===== src/rtl/hilo_muldiv.sv =====
// hilo_muldiv: HI/LO multiply/divide unit for the execute stage.
//   MULT/MULTU complete in the issue cycle; DIV/DIVU run a radix-2 restoring
//   divider (issue + WIDTH RUN cycles stalled, then one DONE cycle that
//   commits the quotient to LO and remainder to HI).
//   Optional feature macro: HILO_DIV_ZERO_TRAP_EN -- trap divide-by-zero
//   instead of running it, and expose the div_zero pulse output.
module hilo_muldiv #(
    parameter int WIDTH = 32
) (
    input  logic             clk,
    input  logic             rst,
    input  logic [4:0]       alucontrolE,
    input  logic [WIDTH-1:0] srcaE,
    input  logic [WIDTH-1:0] srcbE,
    input  logic             validE,
    input  logic             flushE,
    output logic             stall_req,
    output logic [WIDTH-1:0] result,
    output logic [WIDTH-1:0] hi,
    output logic [WIDTH-1:0] lo
`ifdef HILO_DIV_ZERO_TRAP_EN
    ,
    output logic             div_zero
`endif
);

    // ALU control codes (SIG_ALU_* values shared with the decoder)
    localparam logic [4:0] SIG_ALU_MULT  = 5'h10;
    localparam logic [4:0] SIG_ALU_MULTU = 5'h11;
    localparam logic [4:0] SIG_ALU_DIV   = 5'h12;
    localparam logic [4:0] SIG_ALU_DIVU  = 5'h13;
    localparam logic [4:0] SIG_ALU_MFHI  = 5'h14;
    localparam logic [4:0] SIG_ALU_MFLO  = 5'h15;

    // Divider FSM encoding
    localparam logic [1:0] IDLE = 2'd0;
    localparam logic [1:0] RUN  = 2'd1;
    localparam logic [1:0] DONE = 2'd2;

    localparam int CW = $clog2(WIDTH);
    localparam logic [CW-1:0] CNT_LAST = CW'(WIDTH - 1);

    logic [1:0]         state;
    logic [1:0]         state_next;
    logic [CW-1:0]      cnt;

    logic               op_mult;
    logic               op_multu;
    logic               op_div;
    logic               op_divu;
    logic               issue_ok;
    logic               mul_issue;
    logic               div_issue;
    logic               div_start;

    logic [2*WIDTH-1:0] ext_a;
    logic [2*WIDTH-1:0] ext_b;
    logic [2*WIDTH-1:0] product;

    logic [WIDTH-1:0]   a_abs;
    logic [WIDTH-1:0]   b_abs;
    logic [WIDTH-1:0]   divisor;
    logic [WIDTH-1:0]   quot;
    logic [WIDTH-1:0]   rem;
    logic               neg_quot;
    logic               neg_rem;
    logic [WIDTH:0]     shifted;
    logic [WIDTH:0]     diff;
    logic [WIDTH-1:0]   quot_fix;
    logic [WIDTH-1:0]   rem_fix;

`ifdef HILO_DIV_ZERO_TRAP_EN
    logic               div_by_zero;
`endif

    // Opcode decode and issue qualification
    always_comb begin
        op_mult   = (alucontrolE == SIG_ALU_MULT);
        op_multu  = (alucontrolE == SIG_ALU_MULTU);
        op_div    = (alucontrolE == SIG_ALU_DIV);
        op_divu   = (alucontrolE == SIG_ALU_DIVU);
        issue_ok  = validE && !flushE && (state == IDLE);
        mul_issue = issue_ok && (op_mult || op_multu);
        div_issue = issue_ok && (op_div || op_divu);
`ifdef HILO_DIV_ZERO_TRAP_EN
        div_by_zero = (srcbE == '0);
        div_start   = div_issue && !div_by_zero;
`else
        div_start   = div_issue;
`endif
    end

    // Stall while a divide is being issued or iterating; forced low in reset
    always_comb begin
        stall_req = !rst && (((state == IDLE) && div_start) || (state == RUN));
    end

    // Full-width product; operands extended by signedness of the opcode
    always_comb begin
        ext_a   = op_mult ? {{WIDTH{srcaE[WIDTH-1]}}, srcaE} : {{WIDTH{1'b0}}, srcaE};
        ext_b   = op_mult ? {{WIDTH{srcbE[WIDTH-1]}}, srcbE} : {{WIDTH{1'b0}}, srcbE};
        product = ext_a * ext_b;
    end

    // Operand magnitudes for the divider (only DIV is signed)
    always_comb begin
        a_abs = (op_div && srcaE[WIDTH-1]) ? -srcaE : srcaE;
        b_abs = (op_div && srcbE[WIDTH-1]) ? -srcbE : srcbE;
    end

    // One restoring step: shift in the next dividend bit, trial-subtract
    always_comb begin
        shifted = {rem, quot[WIDTH-1]};
        diff    = shifted - {1'b0, divisor};
    end

    // Sign correction of the final quotient and remainder
    always_comb begin
        quot_fix = neg_quot ? -quot : quot;
        rem_fix  = neg_rem  ? -rem  : rem;
    end

    // Divider next-state logic
    always_comb begin
        state_next = state;
        case (state)
            IDLE: if (div_start) state_next = RUN;
            RUN: begin
                if (flushE)
                    state_next = IDLE;
                else if (cnt == CNT_LAST)
                    state_next = DONE;
            end
            DONE:    state_next = IDLE;
            default: state_next = IDLE;
        endcase
    end

    // Divider state register
    always_ff @(posedge clk or posedge rst) begin
        if (rst)
            state <= IDLE;
        else
            state <= state_next;
    end

    // Divider datapath: latch magnitudes and signs at issue, iterate in RUN.
    // quot doubles as the dividend shift register: dividend bits leave at the
    // top while quotient bits enter at the bottom.
    always_ff @(posedge clk or posedge rst) begin
        if (rst) begin
            cnt      <= '0;
            quot     <= '0;
            rem      <= '0;
            divisor  <= '0;
            neg_quot <= 1'b0;
            neg_rem  <= 1'b0;
        end else begin
            case (state)
                IDLE: begin
                    if (div_start) begin
                        cnt      <= '0;
                        quot     <= a_abs;
                        rem      <= '0;
                        divisor  <= b_abs;
                        neg_quot <= op_div && (srcaE[WIDTH-1] ^ srcbE[WIDTH-1]);
                        neg_rem  <= op_div && srcaE[WIDTH-1];
                    end
                end
                RUN: begin
                    if (flushE) begin
                        cnt <= '0;
                    end else begin
                        cnt  <= cnt + 1'b1;
                        quot <= {quot[WIDTH-2:0], ~diff[WIDTH]};
                        rem  <= diff[WIDTH] ? shifted[WIDTH-1:0] : diff[WIDTH-1:0];
                    end
                end
                default: cnt <= '0;
            endcase
        end
    end

    // HI/LO: multiply writes at issue, divide commits in DONE
    always_ff @(posedge clk or posedge rst) begin
        if (rst) begin
            hi <= '0;
            lo <= '0;
        end else if (mul_issue) begin
            hi <= product[2*WIDTH-1:WIDTH];
            lo <= product[WIDTH-1:0];
        end else if (state == DONE) begin
            hi <= rem_fix;
            lo <= quot_fix;
        end
    end

`ifdef HILO_DIV_ZERO_TRAP_EN
    // One-cycle pulse following a trapped divide-by-zero issue
    always_ff @(posedge clk or posedge rst) begin
        if (rst)
            div_zero <= 1'b0;
        else
            div_zero <= div_issue && div_by_zero;
    end
`endif

    // MFHI/MFLO read port
    always_comb begin
        case (alucontrolE)
            SIG_ALU_MFHI: result = hi;
            SIG_ALU_MFLO: result = lo;
            default:      result = '0;
        endcase
    end

endmodule


===== config.mk =====
export PLATFORM = sky130hd
export DESIGN_NAME = hilo_muldiv
export DESIGN_NICKNAME = d
export VERILOG_FILES = /design/src/rtl/hilo_muldiv.sv
export SDC_FILE = /design/constraint.sdc
export NUM_CORES = 2
export LEC_CHECK = 0
export BUFFER_PORTS_ARGS = -buffer_cell sky130_fd_sc_hd__buf_2
export CORE_UTILIZATION = 60
export CTS_CLUSTER_DIAMETER = 30
export DETAILED_ROUTE_END_ITERATION = 8
export GPL_ROUTABILITY_DRIVEN = 0
export PLACE_DENSITY = 0.77
export SLEW_MARGIN = 10
export SYNTH_ARGS = -nofsm -noshare
export SYNTH_HDL_FRONTEND = slang
export SYNTH_SLANG_ARGS = --single-unit

===== constraint.sdc =====
create_clock -name clk -period 7.8 [get_ports clk]
set_input_delay 1.56 -clock clk [delete_from_list [all_inputs] [get_ports clk]]
set_output_delay 1.56 -clock clk [all_outputs]
set_load 0.02 [all_outputs]

==> flow_metrics.py <==
metrics = {
    "placed_design": {
        "dp_slack_ps": -2800,
        "dp_hpwl_um": 158000,
        "io_buffers": 169,
    },
    "setup_path": {
        "path_common_cell": "buf_4",
        "cpPeakStageDelay_ps": 570,
        "required_ps": 8100,
        "start_kind": "primary input",
        "worstRegToRegCells": 14,
        "r2r_start": "quot[31]",
        "crit_slowest_cell": "fa_2",
        "endpoint_kind": "register",
        "worstPathArrival_ps": 10210,
        "worstSetupPathType": "primary input to register",
        "rrSetupSlack_ps": 2950,
        "worstPathMaxFanout": 9,
        "reg2reg_to": "rem[9]",
    },
    "synth": {
        "synth-seq-cells": 169,
        "synth-xor-area-share_pct": 3.86,
        "synth_top_cell_area_share_pct": 48.0,
        "synth.top_cells.by_count": "1,595 x inv_1, 1,420 x fa_1, 984 x nand2_1, 359 x and2_1, 347 x ha_1",
        "synth_top_family_by_area": "adder cells",
        "yosysMostFrequentCell": "inv_1",
        "synth_top_area_cell": "fa_1",
        "synth_ff_type": "dfrtp_1",
        "yosys.area_share.simple_pct": 13.1,
        "synthDistinctLibCells": 77,
        "synth-seq-area-share_pct": 7.14,
        "ys_warn_count": 0,
        "ys_async_sr_fraction_pct": 100,
        "synth_edf_count": 0,
        "syn_area_sq_um": 59200,
        "synthAdderAreaFrac_pct": 55.4,
        "synthCells": 6595,
        "synth-compound-area-share_pct": 6.98,
        "syn_avg_cell_area_sq_um": 8.98,
        "synth_mux_area_share_pct": 0.930,
        "syn_nets": 8435,
        "yosys-top-cells-area": "fa_1 48%, inv_1 10%, ha_1 7.3%",
    },
    "timing": {
        "max_freq_mhz": 101,
        "setup_viol": 52,
        "finClkSkew_ps": 12.9,
        "worstMarginPinSlew_ps": 1180,
        "fin_setup_tns_ps": -73160,
        "period_needed_ps": 9920,
        "slew_violations": 0,
        "rsz0062_at_grt": "yes",
        "min_period_over_period_pct": 127,
        "finalHoldViolCount": 0,
        "relSlewSlack_pct": 21.1,
        "setup_ws_ps": -2120,
    },
    "global_route": {
        "track_usage_pct": 40.1,
        "grt_max_degree": 94,
        "grt.overflow.total": 0,
        "grt_pass1_wl_um": 302000,
        "antenna_found_initial": 18,
        "grt_pass1_vias": 54632,
    },
    "finish": {
        "nets": 9081,
        "drive_above_1_share_pct": 19.9,
        "areaGrowthSynthToFinish_pct": 19.7,
    },
    "die": {
        "core-area_sq_um": 97300,
        "pin_count": 170,
        "dieArea_sq_um": 99900,
        "dieWidth_um": 316,
        "fp-row-count": 114,
        "initial_core_util_pct": 60.9,
        "die_h_um": 316,
    },
    "min_path": {
        "hold_end": "divisor[5]",
        "hold_class": "register to register",
        "worst_hold_path.num_cells": 2,
        "hp-start": "divisor[5]",
    },
    "clock_network": {
        "clkTransAtPathRegs_ps": 70,
        "numCtsBuffers": 17,
        "cts_buffer_depth": 2,
        "cts.sinks": 169,
        "cts_tree": "built",
        "clk_latency_ps": 450,
        "ctsHtreeMaxLevel": 4,
        "cts-root-buf": "clkbuf_16",
        "cts_hold_buffers": 0,
    },
    "route": {
        "routedWlPerCell_um": 23.6,
        "drt_iter0_markers": 5333,
        "ant_nets": 0,
        "vias_per_cell": 5.92,
        "drc": 0,
        "postRouteWirelength_um": 202000,
        "via_count": 50532,
        "dr.pass1.iters": 8,
    },
    "flow_run": {
        "maxCapViolCount": 0,
    },
    "status": {
        "violations": "setup timing",
        "status": "finished, violations left",
    },
}
-- how the worst max path moves through the flow --
stage,end,startpoint,depth (start not counted)
3_5_place_dp,hi[29],alucontrolE[2],28
2_1_floorplan,hi[29],alucontrolE[0],32
5_1_grt,hi[7],alucontrolE[2],36
4_1_cts,hi[29],alucontrolE[2],31
6_report,hi[7],alucontrolE[2],37
3_3_place_gp,hi[28],alucontrolE[2],31
-- repair_timing --
item | in CTS | in global routing
resized for setup | 375 | 245
gates cloned | 9 | 2
setup buffers | 59 | 51
setup endpoints to repair | 52 | 52
pin swaps | 160 | 174
-- sequential cells by signal, summed over array words and instances, names as in the netlist --
register / cells
lo: 32
cnt: 5
quot: 32
neg_quot: 1
state: 2
neg_rem: 1
hi: 32
divisor: 32
rem: 32
-- cells in the final DEF (no fill, tap or decap), drive strengths merged, types with 55 or more instances in the layout --
cell type and n:
inv 1595, o21ai 270, mux2i 55, nor2 140, fa 1420, buf 994
xor2 132, ha 347, xnor2 129, and2 359, nand2 984, dfrtp 169
a21oi 127
-- cell type report --
class	count	area, sq um
clock buffer	21	460
sequential	169	4230
timing repair buffer	1004	8950
tap	1276	1600
antenna	15	37.5
multi-input combinational	4454	49500
fill	6347	26400
inverter	1595	6000
clock inverter	9	124
-- routing by layer --
metal	GRT usage (%)	vias up	part of all wire, %
met5	0	-	0.049
met2	65.6	3358	46
li1	-	20816	-
met1	46.0	25159	32
met4	31.7	12	10
met3	8.30	1187	11
-- kinds of logic after synthesis --
group	after synthesis
buffers and inverters	1972
adders and majority gates	1771
and+or+nand+nor	1692
AOI/OAI and AO/OA	675
xor gates and xnor gates	261
DFF	169
muxes	55
-- worst max-delay path, delay by kind of cell --
family / cells / cell delay, ps
XOR/XNOR: 1 / 220
adder cells (fa/ha/maj): 11 / 5040
AO/OA/AOI/OAI: 4 / 640
AND/OR/NAND/NOR: 3 / 690
buffers and inverters: 18 / 2030
-- metrics by stage --
stage | std cells | area, sq um | hold WS (ps) | utilization, %
2_1_floorplan | 6595 | 60800 | 450 | -
3_3_place_gp | 8388 | 66700 | 468 | 68.6
3_5_place_dp | 8388 | 66700 | 471 | 68.6
4_1_cts | 8485 | 69600 | 485 | 71.5
5_1_grt | 8532 | 70800 | 505 | 72.8
6_report | 8543 | 70900 | 482 | 72.8
Power is left out: the tool's default activity adds up to more than one toggle a clock period on the data nets, which glitch-free logic cannot reach.
